## src/rtl/bram_burst_ctrl.sv

```systemverilog
`default_nettype none
// ============================================================================
// Module      : bram_burst_ctrl
// Description : BRAM port controller. Single-word reads/writes with byte
//               enables, plus an autonomous burst-read engine. Read data is
//               tagged valid after RD_LATENCY cycles and held between beats.
// Revision    : 1.0 - initial release
// ============================================================================
module bram_burst_ctrl #(
    parameter int DAT_WIDTH  = 32,
    parameter int ADDR_WIDTH = 32,
    parameter int RD_LATENCY = 1,
    parameter int LEN_WIDTH  = 16,
    parameter int ADDR_STEP  = 4
) (
    input  logic                    clk,
    input  logic                    rst,
    input  logic [ADDR_WIDTH-1:0]   req_addr,
    input  logic                    req_wren,
    input  logic [DAT_WIDTH/8-1:0]  req_be,
    input  logic [DAT_WIDTH-1:0]    req_idat,
    input  logic                    req_rden,
    output logic                    req_rdy,
    input  logic                    brst_start,
    input  logic [ADDR_WIDTH-1:0]   brst_addr,
    input  logic [LEN_WIDTH-1:0]    brst_len,
    output logic                    brst_busy,
    output logic                    brst_done,
    output logic [DAT_WIDTH-1:0]    odat,
    output logic                    oval,
    output logic                    olast,
    output logic [ADDR_WIDTH-1:0]   mem_addr,
    output logic [DAT_WIDTH-1:0]    mem_idat,
    output logic [DAT_WIDTH/8-1:0]  mem_wren,
    output logic                    mem_enb,
    output logic                    mem_rst,
    input  logic [DAT_WIDTH-1:0]    mem_odat
);

    localparam int NUM_BYTE = DAT_WIDTH / 8;

    typedef enum logic [1:0] {
        ST_IDLE  = 2'd0,
        ST_BURST = 2'd1,
        ST_DRAIN = 2'd2
    } state_t;

    state_t                  r_state;
    logic [ADDR_WIDTH-1:0]   r_baddr;
    logic [LEN_WIDTH-1:0]    r_len;
    logic [LEN_WIDTH-1:0]    r_idx;
    logic [RD_LATENCY-1:0]   r_vld_pipe;
    logic [RD_LATENCY-1:0]   r_last_pipe;
    logic [DAT_WIDTH-1:0]    r_hold;

    logic w_single_ok;
    logic w_wr;
    logic w_rd_single;
    logic w_burst_rd;
    logic w_rd_issue;
    logic w_last_issue;

    // A burst start always pre-empts a single access offered in the same cycle
    assign w_single_ok  = (r_state == ST_IDLE) && !brst_start;
    assign w_wr         = w_single_ok && req_wren;
    // Write wins when both single strobes are raised together
    assign w_rd_single  = w_single_ok && req_rden && !req_wren;
    assign w_burst_rd   = (r_state == ST_BURST);
    assign w_rd_issue   = w_rd_single || w_burst_rd;
    assign w_last_issue = w_burst_rd && (r_idx == (r_len - LEN_WIDTH'(1)));

    assign req_rdy   = w_single_ok;
    assign mem_addr  = w_burst_rd ? r_baddr : req_addr;
    assign mem_idat  = req_idat;
    assign mem_wren  = req_be & {NUM_BYTE{w_wr}};
    assign mem_enb   = w_wr || w_rd_issue;
    assign mem_rst   = 1'b0;

    assign brst_busy = (r_state != ST_IDLE);
    assign oval      = r_vld_pipe[RD_LATENCY-1];
    assign olast     = r_last_pipe[RD_LATENCY-1];
    assign brst_done = r_last_pipe[RD_LATENCY-1];
    assign odat      = oval ? mem_odat : r_hold;

    // Burst sequencer: latch job, walk addresses, drain until last beat returns
    always_ff @(posedge clk) begin
        if (!rst) begin
            r_state <= ST_IDLE;
            r_baddr <= '0;
            r_len   <= '0;
            r_idx   <= '0;
        end else begin
            case (r_state)
                ST_IDLE: begin
                    if (brst_start && (brst_len != '0)) begin
                        r_baddr <= brst_addr;
                        r_len   <= brst_len;
                        r_idx   <= '0;
                        r_state <= ST_BURST;
                    end
                end
                ST_BURST: begin
                    r_baddr <= r_baddr + ADDR_WIDTH'(ADDR_STEP);
                    r_idx   <= r_idx + LEN_WIDTH'(1);
                    if (w_last_issue) begin
                        r_state <= ST_DRAIN;
                    end
                end
                ST_DRAIN: begin
                    if (r_last_pipe[RD_LATENCY-1]) begin
                        r_state <= ST_IDLE;
                    end
                end
                default: r_state <= ST_IDLE;
            endcase
        end
    end

    // Valid/last tags travel alongside the BRAM read latency
    always_ff @(posedge clk) begin
        if (!rst) begin
            r_vld_pipe  <= '0;
            r_last_pipe <= '0;
        end else begin
            r_vld_pipe[0]  <= w_rd_issue;
            r_last_pipe[0] <= w_last_issue;
            for (int k = 1; k < RD_LATENCY; k++) begin
                r_vld_pipe[k]  <= r_vld_pipe[k-1];
                r_last_pipe[k] <= r_last_pipe[k-1];
            end
        end
    end

    // Capture each valid beat so odat stays stable between beats
    always_ff @(posedge clk) begin
        if (!rst) begin
            r_hold <= '0;
        end else if (oval) begin
            r_hold <= mem_odat;
        end
    end

endmodule
`default_nettype wire

```

## config.mk

```make
export PLATFORM = sky130hd
export DESIGN_NAME = bram_burst_ctrl
export DESIGN_NICKNAME = d
export VERILOG_FILES = /design/src/rtl/bram_burst_ctrl.sv
export SDC_FILE = /design/constraint.sdc
export NUM_CORES = 1
export LEC_CHECK = 0
export BUFFER_PORTS_ARGS = -buffer_cell sky130_fd_sc_hd__buf_2
export CAP_MARGIN = 20
export CORE_MARGIN = 10
export CORE_UTILIZATION = 43
export CTS_CLUSTER_DIAMETER = 40
export DETAILED_ROUTE_END_ITERATION = 6
export HOLD_SLACK_MARGIN = 0.02
export PLACE_DENSITY = 0.8
export SLEW_MARGIN = 10
export SYNTH_ARGS = -nofsm -noshare
export SYNTH_HDL_FRONTEND = slang
export SYNTH_SLANG_ARGS = --single-unit
```

## constraint.sdc

```tcl
create_clock -name clk -period 2.24 [get_ports clk]
set_input_delay 0.336 -clock clk [delete_from_list [all_inputs] [get_ports clk]]
set_output_delay 0.336 -clock clk [all_outputs]
set_load 0.01 [all_outputs]
```

# Word-level counts from Yosys, hierarchy flattened
# Cells that the tools add are included.
[word_totals]
regBits = 100
latch_bits = 0
mem_bits_rw = 0
mem_bits_ro = 0
input_bits = 153
wordCells = 44
mem_count = 0
[classes]
n_addsub = 3
mul = 0
div_mod_pow = 0
order_cmp = 0
n_eq_ne = 6
shifts = 0
n_mux = 10
bitwise = 1
reduce_logical = 17
[op_table]
columns = ["op", "count"]
rows = [
  ["$mux W32", 3],
  ["$pmux W32 S2", 1],
  ["$add A32 B3 Y32 const B", 1],
  ["$pmux W16 S2", 1],
  ["$add A16 B1 Y16 const B", 1],
  ["$eq A16 B16 Y1", 1],
  ["$mux W16", 1],
  ["$reduce_bool A16 Y1", 1],
  ["$sub A16 B1 Y16 const B", 1],
  ["$logic_and A1 B1 Y1", 6],
  ["$mux W2", 3],
  ["$pmux W2 S3", 1],
  ["$and A4 B4 Y4", 1],
  ["$ne A2 B1 Y1 const B", 2],
  ["$reduce_and A2 Y1", 2],
  ["$reduce_bool A2 Y1", 2],
  ["$reduce_and A3 Y1", 1],
  ["$eq A2 B1 Y1 const B", 1],
  ["$eq A2 B2 Y1 const B", 1],
  ["$logic_not A1 Y1", 2],
  ["$logic_not A2 Y1", 1],
  ["$logic_or A1 B1 Y1", 2],
  ["$ne A2 B2 Y1 const B", 1],
]

# Depth between registers and ports, before layout
[depth]
word_depth = 6
depth_mapped = 8
depth_no_buf = 8

# Worst setup path before layout
# No wires, ideal clock.
[synth_path]
path_type = "reg-to-reg"
start = "reg r_baddr[8]"
end = "reg r_baddr[20]"
t_arrival_ns = 1.995
required_ns = 2.112
setup_slack_ns = 0.117
stages_incl_launch_ff = 8
path_buffers = 1
synth_period_minus_slack_ns = 2.123
cell_sequence = "dfxtp_1 > nand3_1 > or4_1 > buf_2 > nor2_1 > mux2_2 > a222oi_1 > nor2_1"
[synth_via]
elab_chain_cells = 2
[synth_lines]
columns = ["element", "line_no", "text"]
rows = [
  ["start, declared", "49", "logic [ADDR_WIDTH-1:0] r_baddr;"],
  ["start signal, assigned", "96", "r_baddr <= brst_addr;"],
  ["start signal, assigned", "103", "r_baddr <= r_baddr + ADDR_WIDTH'(ADDR_STEP);"],
  ["$add A32 B3 Y32", "103", ""],
  ["$pmux W32 S2", "93", "case (r_state)"],
]
# Every way passes these cells.
# A chain may end at the register's enable or synchronous reset.

# Final worst setup path
[layout_path]
start = "reg r_state[0]"
end = "out mem_addr[29]"
[layout_via]
elab_chain_cells = 2
[layout_lines]
columns = ["element", "line_no", "text"]
rows = [
  ["start, declared", "48", "state_t r_state;"],
  ["start signal, assigned", "88", "r_state <= ST_IDLE;"],
  ["start signal, assigned", "99", "r_state <= ST_BURST;"],
  ["start signal, assigned", "106", "r_state <= ST_DRAIN;"],
  ["$eq A2 B1 Y1", "68", "assign w_burst_rd = (r_state == ST_BURST);"],
  ["$mux W32", "73", "assign mem_addr = w_burst_rd ? r_baddr : req_addr;"],
  ["end, declared", "32", "output logic [ADDR_WIDTH-1:0] mem_addr,"],
]
# Every way passes these cells.

==> qor.txt <==
Gate Count Post-Synth: 762
Worst-Margin Slew: 725.7 ps
Row Count: 42
Layout Utilization: 55.20%
Post-DRT Antenna Nets: 0
Comb pwr share: 23.1%
Post-route cell area: 7340 µm²
CTS tree: done
Post-synth top cells: nand2_1 (156), dfxtp_1 (100), nor2_1 (58)
Die height: 136.6 µm
Synth warnings: 0
DRT iter0 DRCs: 454
Crit path time final: 2153 ps
Post-synth EDFFs: 0
Slew headroom: 51.62%
Cell-internal power: 3.220 mW
Synthesis-stage register bit count: 100
Via density per instance: 5.496
Pwr Density: 618.8 nW/µm²
Area delta synth->final: 25.53%
Class of the worst hold path: input pin to register
Root buffer cell: clkbuf_16
Routed vias: 6,134
Layout cell share with drive strength beyond 1: 34.29%
Startpoint types: register
Non-filler cells, final: 1,116
Max Freq: 0.4645 GHz
Largest net degree at the start of global routing: 57
Post-synth top area share: 34.24%
Status: finished, final reports clean
Worst vdd ir: 0.0003699 V
Starting Density: 43.98%
Count of final setup violators: 0
Setup crit end kind: output port
Clock share of power: 33.8%
P_sw: 1.322 mW
H-Tree Depth: 3
IO Pins: 260
Die X: 136.6 µm
Pre-antenna DRT Iters: 6
Synthesized area: 5847 µm²
Avg WL per Cell: 16.63 µm
DP Area: 6995 µm²
Final Hold Vio Count: 0
CTS Buffer Depth: 2
Clock transition at path regs: 70 ps
CTS Buf Count: 9
Residual DRC: 0
Sw Ratio: 29.11%
DP Cell Count: 1,096
Period utilization: 96.12%
Library cells used by synthesis: 60
GRT Overall Usage: 18.67%
CP max FO: 9
Clk Latency, worst-skew pair: 350 ps
Crit-path max cell delay: 450 ps
NumNets Final: 1,090
Synth area leaders: dfxtp_1 (34%), nand2_1 (10%), mux2_2 (8.5%)
Core ar.: 13,300 µm²
RSZ-0062 raised after global routing: true
Slowest-stage cell, CP: dfxtp_2
Die ar.: 18,660 µm²
Critical path required time: 1900 ps
CTS sink cnt: 100
Setup TNS: 0 ps
Setup ws final: 86.93 ps
Clock Skew: 9.177 ps
Synth Flop Type: dfxtp_1
Max_cap viols: 0
Post-synthesis sequential area ratio: 34.24%
Leak: 3.357 nW
Crit path cell chain: inv_1, nor2_4, buf_4, and2_1, a21o_1, buf_2
CTS Hold Bufs: 0
Initial antenna violation count: 2
Final Max Slew Viols: 0
HPWL Detailed: 14,190 µm
Routed Wire Length: 18,560 µm
Synth async-reset ratio: 0%
Reg power frac: 43.1%
Grt total ovfl: 0
Syn Area/Cell: 7.673 µm²
Port bufs: 194
Setup slack at placement: 20.52 ps
Gpl congestion: 0.8899
Syn Nets: 918
Arrival time worst endpoint: 1820 ps
First-pass GRT wire length: 28,640 µm
CP Class: register to output port
Vias in the first global route: 5,793
Synth area leader: dfxtp_1
Top-count cell post-synth: nand2_1
[worst paths after layout]
path / cells after the start / slack [ps] / start / end
setup / recovery: 6 / 90 / r_state[0]$_SDFFE_PN0P_ / mem_addr[29]
hold / removal: 3 / 220 / brst_addr[7] / r_baddr[7]$_SDFFE_PN0P_
setup reg to reg: 6 / 110 / r_len[7]$_SDFFE_PN0P_ / r_state[0]$_SDFFE_PN0P_
hold reg to reg: 2 / 470 / r_baddr[1]$_SDFFE_PN0P_ / r_baddr[1]$_SDFFE_PN0P_
[cell families after synthesis]
group,share of synthesized area [%]
multiplexers,8.988
AO/OA/AOI/OAI,15.64
XOR/XNOR,2.846
adder cells (fa/ha/maj),0.6421
flip-flops,34.24
AND/OR/NAND/NOR,29.19
buffers and inverters,8.389
other,0.06414
[metrics by stage]
| stage | hold slack, ps | total power, mW |
|---|---|---|
| after CTS | 210.7 | 4.559 |
| after floorplan | 436.6 | 2.643 |
| after global placement | 454.6 | 3.006 |
| final | 221.2 | 4.542 |
| after detailed placement | 459.9 | 3.029 |
| after global routing | 232.4 | 4.768 |
[metal layers]
metal / part of all wire, % / global-route usage (%) / vias up / routed length, µm
li1: - / - / 2984 / -
met1: 41 / 22.45 / 2840 / 7620
met2: 47 / 31.00 / 277 / 8699
met3: 9.9 / 5.059 / 31 / 1846
met4: 2.0 / 7.219 / 2 / 375
met5: 0.092 / 0 / - / 17
[sequential cells by signal, indices dropped and copies added, names as in the netlist]
signal and flops:
r_idx 16, r_state 2, r_hold 32, r_baddr 32
brst_done 1, oval 1, r_len 16
[final cells by class]
type	instances	area [µm²]
fill	1245	5956
clock inverter	5	52.55
multi-input combinational	566	3396
timing repair buffer	247	1394
clock buffer	11	232.7
tap	176	220.2
antenna	1	2.502
sequential	100	2004
inverter	10	37.54
[critical path, delay by kind of cell (launching register included)]
family | cells | cell delay [ps]
buffers and inverters | 3 | 460
DFF | 1 | 450
and+or+nand+nor | 2 | 420
AOI/OAI and AO/OA | 1 | 140
[power by group through the flow]
stage	clock, mW	combinational (mW)	sequential [mW]
global route	1.63	1.16	1.97
CTS	1.57	1.04	1.96
floorplan	0	0.663	1.98
detailed placement	0	1.03	2.00
global placement	0	1.02	1.99
finish	1.54	1.05	1.96
[placed cells by master (no fill, tap or decap), types with 3 or more instances in the layout]
master / Yosys / routed
a211oi_1: 6 / 6
nand2b_1: 6 / 5
a21o_1: 4 / 4
and3_1: 10 / 10
o21ai_0: 26 / 26
clkinv_2: 0 / 3
mux2i_1: 3 / 3
and2_1: 35 / 35
buf_4: 34 / 51
nor3_1: 14 / 13
nand2_1: 156 / 156
nor3b_1: 3 / 3
nand3_1: 26 / 26
dfxtp_1: 100 / 98
xor2_1: 10 / 10
xnor2_1: 9 / 9
a221oi_1: 3 / 3
nand4_1: 10 / 10
mux2_2: 44 / 44
or3_1: 7 / 7
a311oi_1: 5 / 5
inv_1: 10 / 9
a222oi_1: 12 / 12
a21oi_1: 43 / 43
clkbuf_16: 0 / 9
nor4_1: 11 / 10
ha_1: 3 / 3
or4_1: 5 / 4
buf_2: 2 / 194
nand3b_1: 5 / 5
nor4_2: 2 / 3
a31oi_1: 13 / 13
nor2_1: 58 / 56
[what timing repair did]
item                       in CTS  in global routing
cloned                          0                  0
setup endpoints to repair      21                 16
setup buffers                   0                  3
pin swaps                       0                  1
resized for setup               2                  8
(Power assumes the default switching activity.)
